### config.mk
export PLATFORM = sky130hd
export DESIGN_NAME = controlador_bcd
export DESIGN_NICKNAME = d
export VERILOG_FILES = /design/src/rtl/controlador_bcd_pkg.sv /design/src/rtl/controlador_bcd_corretor.sv /design/src/rtl/controlador_bcd.sv
export SDC_FILE = /design/constraint.sdc
export NUM_CORES = 1
export LEC_CHECK = 0
export BUFFER_PORTS_ARGS = -buffer_cell sky130_fd_sc_hd__buf_2
export CAP_MARGIN = 10
export CORE_ASPECT_RATIO = 1.5
export CORE_MARGIN = 2
export CORE_UTILIZATION = 47
export CTS_BUF_LIST = sky130_fd_sc_hd__clkbuf_16
export CTS_CLUSTER_DIAMETER = 60
export DETAILED_ROUTE_END_ITERATION = 8
export PLACE_DENSITY = 0.69
export REMOVE_ABC_BUFFERS = 1
export SLEW_MARGIN = 20
export SYNTH_ARGS = -nofsm -noshare
export SYNTH_HDL_FRONTEND = slang
export SYNTH_SLANG_ARGS = --single-unit
### constraint.sdc
create_clock -name Clock -period 2.55 [get_ports Clock]
set_clock_uncertainty 0.2 [all_clocks]
set_input_delay 0.6375 -clock Clock [delete_from_list [all_inputs] [get_ports Clock]]
set_output_delay 0.6375 -clock Clock [all_outputs]
set_load 0.01 [all_outputs]
### src/rtl/controlador_bcd_pkg.sv
// Shared definitions for the iterative binary-to-BCD converter:
// FSM encoding, operand width, range limit and shift-step count.
package pkg_bcd;

  localparam int LARGURA = 7;
  localparam int LIMITE  = 99;
  localparam int PASSOS  = 7;
  localparam int CNT_W   = 3;

  typedef enum logic [1:0] {
    OCIOSO  = 2'd0,
    DESLOCA = 2'd1,
    CONCLUI = 2'd2
  } estado_t;

endpackage

### src/rtl/controlador_bcd_corretor.sv
// Double-dabble digit correction: a BCD digit of 5 or more gets +3 so the
// following left shift carries correctly into the next digit.
module corretor4x4BCD (
  input  logic [3:0] digito,
  output logic [3:0] corrigido
);

  assign corrigido = (digito >= 4'd5) ? digito + 4'd3 : digito;

endmodule

### src/rtl/controlador_bcd.sv
// Two-requester, round-robin arbitrated binary-to-BCD converter. One operand
// is captured, converted by seven shift-and-correct steps, then published.
module controlador_bcd
  import pkg_bcd::*;
#(
  parameter int LARGURA = pkg_bcd::LARGURA,
  parameter int LIMITE  = pkg_bcd::LIMITE
) (
  input  logic               Clock,
  input  logic               Reset_n,
  input  logic               ReqA,
  input  logic [LARGURA-1:0] BinA,
  input  logic               ReqB,
  input  logic [LARGURA-1:0] BinB,
  output logic               GntA,
  output logic               GntB,
  output logic               Ocupado,
  output logic               Pronto,
  output logic [3:0]         Dezenas,
  output logic [3:0]         Unidades,
  output logic               Fonte,
  output logic               Erro
);

  estado_t            estado, estado_prox;
  logic [CNT_W-1:0]   contador;
  logic [LARGURA-1:0] operando;
  logic [3:0]         dez, uni;
  logic [3:0]         dez_cor, uni_cor;
  logic               fonte_int, erro_int;
  logic               prio_b;
  logic               captura, escolhe_b;
  logic [LARGURA-1:0] bin_sel;

  corretor4x4BCD u_cor_dez (.digito(dez), .corrigido(dez_cor));
  corretor4x4BCD u_cor_uni (.digito(uni), .corrigido(uni_cor));

  // Round-robin: B wins a tie only when A was the last one served.
  assign escolhe_b = ReqB & (~ReqA | prio_b);
  assign captura   = (estado == OCIOSO) & (ReqA | ReqB);
  assign bin_sel   = escolhe_b ? BinB : BinA;

  // NOTE: sequential state uses non-blocking assignments so every register
  // samples the pre-edge values, regardless of statement order.
  always_ff @(posedge Clock or negedge Reset_n) begin
    if (!Reset_n) estado <= OCIOSO;
    else          estado <= estado_prox;
  end

  // NOTE: every always_comb output gets a default first, so no path can
  // leave it unassigned and infer a latch.
  always_comb begin
    estado_prox = estado;
    case (estado)
      OCIOSO:  if (captura) estado_prox = DESLOCA;
      DESLOCA: if (contador == '0) estado_prox = CONCLUI;
      CONCLUI: estado_prox = OCIOSO;
      default: estado_prox = OCIOSO;
    endcase
  end

  always_comb begin
    Ocupado = 1'b0;
    Pronto  = 1'b0;
    case (estado)
      DESLOCA: Ocupado = 1'b1;
      CONCLUI: begin
        Ocupado = 1'b1;
        Pronto  = 1'b1;
      end
      default: ;
    endcase
  end

  always_ff @(posedge Clock or negedge Reset_n) begin
    if (!Reset_n) begin
      contador  <= '0;
      operando  <= '0;
      dez       <= '0;
      uni       <= '0;
      fonte_int <= 1'b0;
      erro_int  <= 1'b0;
      prio_b    <= 1'b0;
      GntA      <= 1'b0;
      GntB      <= 1'b0;
      Dezenas   <= '0;
      Unidades  <= '0;
      Fonte     <= 1'b0;
      Erro      <= 1'b0;
    end else begin
      GntA <= 1'b0;
      GntB <= 1'b0;
      case (estado)
        OCIOSO: begin
          if (captura) begin
            operando  <= bin_sel;
            fonte_int <= escolhe_b;
            erro_int  <= (int'(bin_sel) > LIMITE);
            contador  <= CNT_W'(PASSOS);
            dez       <= '0;
            uni       <= '0;
            GntA      <= ~escolhe_b;
            GntB      <= escolhe_b;
            prio_b    <= ~escolhe_b;
          end
        end
        DESLOCA: begin
          if (contador != '0) begin
            // {tens, units, operand} <<= 1 after correcting both digits
            dez      <= {dez_cor[2:0], uni_cor[3]};
            uni      <= {uni_cor[2:0], operando[LARGURA-1]};
            operando <= {operando[LARGURA-2:0], 1'b0};
            contador <= contador - 1'b1;
          end else begin
            Dezenas  <= erro_int ? 4'd9 : dez;
            Unidades <= erro_int ? 4'd9 : uni;
            Fonte    <= fonte_int;
            Erro     <= erro_int;
          end
        end
        default: ;
      endcase
    end
  end

endmodule

==> summary.txt, run 1 <==
Logic synthesis
  – Top cell type's share of synthesized area: 49.1%
  – Syn avg cell area: 10.6 um2
  – Synthesized flop and latch total: 35
  – EDFF count, synth: 0
  – Post-synthesis cell area: roughly 1800 um2
  – Post-synth ARST share: between 90% and 100%
  – Largest area contributor in the netlist: dfrtp_1
  – Primary FF master, synth: dfrtp_1
  – Synth cell types: 40
  – Synth warnings: 0
  – Sequential fraction of the synthesis area: around 50%
  – Gate Count Post-Synth: ~170
  – Dominant cells by area after synthesis: dfrtp_1 (49%), ha_1 (6.3%), mux2i_1 (5.0%)

STA
  – Final hold vios: 0
  – Final-report setup violation count: 0
  – Setup tns final: 0 ps
  – Max-Slew Margin vs Limit: between 40 and 50%
  – Period minus WS final: ~2200 ps
  – Tightest Pin Transition: between 700 and 800 ps
  – Final period util: 87.9%
  – Peak Freq: around 0.45 GHz
  – Final Max Slew Viols: 0
  – RSZ-0062 raised after global routing: false

Drt
  – DRT iter0 DRCs: 38
  – Vias: approximately 1300
  – DRC: 0
  – Remaining antenna violation count after routing: 0
  – Drt total wl: 3380 um
  – DR vias/cell: approximately 5.4
  – Routed WL per cell: roughly 14 um
  – First-pass DRT Iterations: 4

Floorplanning
  – Die Span Y: 79.5 um
  – Number of core rows: 27
  – Die ar.: 4320 um2
  – Initial core utilization: about half
  – Core Region: ~3600 um2
  – Top-Level Pins: 32
  – Chip width: about 54 um

CTS
  – H-tree depth: 2
  – TritonCTS clock tree: built
  – Clk pin slew, worst setup/hold paths: 50 ps
  – CTS Buf Count: 5
  – CTS resizes: 0
  – Later-pin clock latency in the skew report: 280 ps
  – Root buffer cell: clkbuf_16
  – Max Root-Sink Buffers: 2
  – Hold buffer count at cts: 0
  – Setup Buffers After CTS: 0
  – CTS sink count: 35

Setup path
  – Crit path from: estado[0]$_DFFE_PN0P_
  – Critical path class: reg -> reg
  – Crit path DAT: about 2200 ps
  – Worst r2r src: estado[0]$_DFFE_PN0P_
  – Setup crit end kind: flip-flop
  – Worst-path fanout max: 14
  – CP Data Required Time: between 2000 and 3000 ps
  – Crit path launch type: flip-flop

Pwr
  – Max rail drop VDD: 0.838 mV
  – Lkg Pwr: between 1 and 1.5 nW
  – Pwr Density: between 1000 and 1500 nW/um2
  – Power, Total: ~0.0024 W

GRT
  – First-pass GRT wire length: around 5700 um
  – Largest net degree at the start of global routing: 36
  – Gr ovfl total: 0
  – Number of global-route vias before repair: 1335
  – Initial antenna violation count: 0
  – All-layer global routing usage: 18.6%

Place
  – Post-DP HPWL: 2420 um
  – Final Wtd Congestion: between 0.7 and 0.8
  – Number of port buffers: 31

Cells and area
  – Layout fillers: around 310
  – Layout cells sized above 1: 24.0%
  – Ant diodes: 0
  – Nets@finish: around 230
  – P&R area growth vs syn: 15.9%

Min path
  – HP Class: in -> async

Flow run
  – Max-cap violation count: 0

Status
  – Status: complete, no violations
## synth_stat cells, types with 2 or more instances
| cell | n |
|---|---|
| ha_1 | 9 |
| inv_1 | 9 |
| xnor2_1 | 2 |
| a31oi_1 | 2 |
| dfrtp_1 | 35 |
| nand2_1 | 18 |
| o21ai_0 | 13 |
| mux2_2 | 3 |
| clkbuf_1 | 3 |
| nor2_1 | 9 |
| o21ai_1 | 5 |
| a32o_1 | 2 |
| a21oi_1 | 4 |
| o31ai_1 | 4 |
| mux2i_1 | 9 |
| nor3_1 | 3 |
| buf_6 | 3 |
| a22oi_1 | 5 |
| a21o_1 | 3 |
| nand2b_1 | 6 |
| a22o_2 | 2 |
| xor2_1 | 2 |
## layout make-up
class	count	area, um2	area share [%]
Inverter	9	33.8	1.63
Timing Repair Buffer	32	163	7.86
Clock inverter	3	11.3	0.544
Clock buffer	5	125	6.05
Multi-Input combinational cell	116	807	39.0
Tap cell	43	53.8	2.60
Sequential cell	35	876	42.3
## where the power goes
group	switching (W)	internal (W)	leakage [nW]	total, W
sequential	0.000137	0.000753	0.455	0.000890
clock	0.000208	0.000351	0.0701	0.000559
combinational	0.000518	0.000406	0.520	0.000925
## layout by cell type, fill, tap and decap left out, types with 6 or more instances in the layout
cell type  instances
nor2_1             9
mux2i_1            9
nand2_1           18
nand2b_1           6
dfrtp_1           35
ha_1               9
inv_1             10
buf_2             31
o21ai_0           13
## cell families after synthesis
logic type	count (synthesis)	share of synthesized area (%)
xor+xnor	4	1.96
mux	12	6.94
flops	35	49.1
compound gates	47	17.9
simple gates	44	12.1
buf+inv	18	5.75
fa+ha+maj	9	6.31
## state kept, by name, indices dropped and copies added (netlist names), 2 cells and up
register  cells
uni           4
operando      7
estado        2
dez           4
Unidades      4
Dezenas       4
contador      3
## worst max-delay path: stages, from the launching register on
cell	delay [ps]
dfrtp_1	390
inv_1	90
ha_1	350
or3b_4	450
and3_4	250
a21o_1	170
a32o_1	200
## layer usage
metal | part of all wire, % | up-vias | GRT usage [%] | routed length (um)
li1 | - | 651 | - | -
met1 | 41 | 625 | 21.6 | 1380
met4 | 2.3 | 0 | 10.5 | 79
met2 | 53 | 33 | 29.8 | 1780
met5 | 0 | - | 0 | 0
met3 | 4.3 | 5 | 5.06 | 147
## path summary, 6_finish.rpt
kind | to | slack [ps] | cells after the start
max reg2reg | uni[3]$_DFFE_PN0P_ | 310 | 6
max | uni[3]$_DFFE_PN0P_ | 310 | 6
min in group Clock | Dezenas[1]$_DFFE_PN0P_ | 270 | 2
min | Dezenas[3]$_DFFE_PN0P_ | 240 | 1
min reg2reg | Dezenas[1]$_DFFE_PN0P_ | 270 | 2
max in group asynchronous | operando[2]$_DFFE_PN0P_ | 1420 | 1
## metrics by stage
step           hold slack [ps]  cells  instance area (um2)  utilization [%]  setup WS [ps]
6_report                   235    243                 2070             56.7            308
5_1_grt                    298    243                 2070             56.7            252
4_1_cts                    260    243                 2070             56.7            305
3_5_place_dp               262    235                 1930             53.0            352
3_3_place_gp               257    235                 1930             53.0            423
2_1_floorplan              142    160                 1720                -            360
Power figures use the tool's default switching activity.
==> run 2, diff against run 1 <==
Clock period 2.55 ns to 2.5 ns, I/O delays scaled along.
==> summary.txt, run 2 (synthesized netlist as in run 1, its figures left out) <==
Status
  – Status: complete, no violations

GRT
  – Initial antenna violation count: 0 (unchanged)
  – Largest net degree at the start of global routing: 36 (unchanged)
  – GRT Max-Usage Layer: met2
  – M2 GR Usage: 31.4% (+1.7 points)
  – GR Layer Usage met1: 20.1% (-1.5 points)
  – First-pass GRT wire length: 5820 um (+1.2%)
  – Number of global-route vias before repair: 1345 (+0.75%)
  – M3 GR Usage: 5.43% (+0.37 points)
  – All-layer global routing usage: 18.6% (-0.045 points)
  – Gr ovfl total: 0 (unchanged)

Drt
  – DRT iter0 DRCs: 24 (-37%)
  – Drt total wl: 3400 um (+0.53%)
  – Remaining antenna violation count after routing: 0 (unchanged)
  – Routed WL per cell: 14.0 um (+0.53%)
  – DR vias/cell: 5.49 (+1.6%)
  – Vias: 1335 (+1.6%)
  – First-pass DRT Iterations: 4 (unchanged)
  – DRC: 0 (unchanged)

Floorplanning
  – Chip width: 54.3 um (unchanged)
  – Die Span Y: 79.5 um (unchanged)
  – Number of core rows: 27 (unchanged)
  – Top-Level Pins: 32 (unchanged)
  – Core Region: 3650 um2 (unchanged)
  – Die ar.: 4320 um2 (unchanged)
  – Initial core utilization: 48.9% (unchanged)

CTS
  – CTS Buf Count: 5 (unchanged)
  – H-tree depth: 2 (unchanged)
  – CTS resizes: 0 (unchanged)
  – Max Root-Sink Buffers: 2 (unchanged)
  – CTS sink count: 35 (unchanged)
  – Hold buffer count at cts: 0 (unchanged)
  – Root buffer cell: clkbuf_16
  – Clk pin slew, worst setup/hold paths: 50 ps (about the same)
  – TritonCTS clock tree: built
  – Setup Buffers After CTS: 0 (unchanged)
  – Later-pin clock latency in the skew report: 280 ps (about the same)

Pwr
  – Sequential power share: 35.8% (-1.7 points)
  – Lkg Pwr: 1.06 nW (+1.1%)
  – NetSw: 0.000892 W (+3.4%)
  – Switching share of power: 35.2% (-1.2 points)
  – Combinational power share: 37.1% (-1.9 points)
  – Int Power: 0.00165 W (+9.0%)
  – Max rail drop VDD: 0.721 mV (-14%)
  – Part of the power in the clock network: 27.1% (+3.5 points)
  – Pwr Density: 1210 nW/um2 (+5.6%)

STA
  – Setup slack after layout: 278 ps (-30.4 ps)
  – Final hold vios: 0 (unchanged)
  – Final-report setup violation count: 0 (unchanged)
  – Final period util: 88.9% (+0.97 points)
  – Final Max Slew Viols: 0 (unchanged)
  – Tightest Pin Transition: 769 ps (-3.71 ps)
  – Setup tns final: 0 ps (unchanged)
  – RSZ-0062 raised after global routing: false
  – Peak Freq: 0.450 GHz (+0.88%)
  – Max-Slew Margin vs Limit: 48.8% (+0.25 points)
  – Period minus WS final: 2220 ps (-19.6 ps)

Place
  – Final Wtd Congestion: 0.772 (-0.58%)
  – Pre-CTS setup slack: 288 ps (-64.3 ps)
  – Post-DP HPWL: 2510 um (+3.6%)
  – Number of port buffers: 31 (unchanged)

Setup path
  – Crit path DAT: 2180 ps (-20 ps)
  – Worst-path fanout max: 14 (unchanged)
  – R2R cell count: 6 (unchanged)
  – Crit-path cells: inv_1, ha_1, or3b_4, and3_4, a21o_1, a32o_1
  – Critical path class: reg -> reg
  – Worst path slowest cell: or3b_4
  – Crit path buffers/inverters: 1 (unchanged)
  – Largest delay contributor family on the critical path: simple AND/OR/NAND/NOR gates
  – Largest stage delay on the critical path: 460 ps (about the same)
  – Levels on crit path: 6 (unchanged)
  – Setup crit end kind: flip-flop
  – Crit path launch type: flip-flop
  – CP Data Required Time: 2460 ps (-50 ps)

Cells and area
  – Most frequent cells in the layout: dfrtp_1 (35), buf_2 (31), nand2_1 (18)
  – Nets@finish: 226 (unchanged)
  – Biggest register: operando
  – Layout cells sized above 1: 25.0% (+1.0 points)
  – Commonest non-fill, non-tap cell in the layout: dfrtp_1
  – Ant diodes: 0 (unchanged)
  – Max reg flops: 7 (unchanged)
  – P&R area growth vs syn: 17.4%

Flow run
  – Max-cap violation count: 0 (unchanged)

Min path
  – HP Class: in -> async
-- run 2: cell type report --
cell class	count	area, um2
Sequential cell	35	876
Multi-Input combinational cell	116	807
Clock buffer	5	125
Clock inverter	3	38.8
Inverter	9	33.8
Fill cell	326	1550
Tap cell	43	53.8
Timing Repair Buffer	32	163
-- run 2: power by group through the flow --
stage          combinational [W]  sequential, W  clock (W)
2_1_floorplan           0.000686       0.000911          0
3_3_place_gp            0.000908       0.000908          0
3_5_place_dp            0.000956       0.000920          0
4_1_cts                 0.000963       0.000912   0.000706
5_1_grt                  0.00108       0.000942   0.000729
6_report                0.000943       0.000909   0.000688
-- run 2: final timing paths --
kind | start | slack [ps] | end
hold / removal | Reset_n | 220 | Dezenas[1]$_DFFE_PN0P_
hold reg to reg | Unidades[2]$_DFFE_PN0P_ | 270 | Unidades[2]$_DFFE_PN0P_
setup reg to reg | estado[0]$_DFFE_PN0P_ | 280 | uni[3]$_DFFE_PN0P_
min in group Clock | Unidades[2]$_DFFE_PN0P_ | 270 | Unidades[2]$_DFFE_PN0P_
setup / recovery | estado[0]$_DFFE_PN0P_ | 280 | uni[3]$_DFFE_PN0P_
max in group asynchronous | Reset_n | 1390 | operando[2]$_DFFE_PN0P_
-- run 2: routing by layer --
metal | share of wire (%) | routed length (um)
met1 | 40 | 1360
met2 | 54 | 1850
met3 | 4.1 | 138
met4 | 1.6 | 56
met5 | 0 | 0
-- run 2: per-stage QoR --
step	util, %	instance area, um2	total power (W)	cells	hold WS (ps)
CTS	57.5	2100	0.00258	243	239
finish	57.5	2100	0.00254	243	222
global placement	53.0	1930	0.00182	235	256
detailed placement	53.0	1930	0.00188	235	265
floorplan	-	1720	0.00160	160	129
global route	57.5	2100	0.00275	243	284
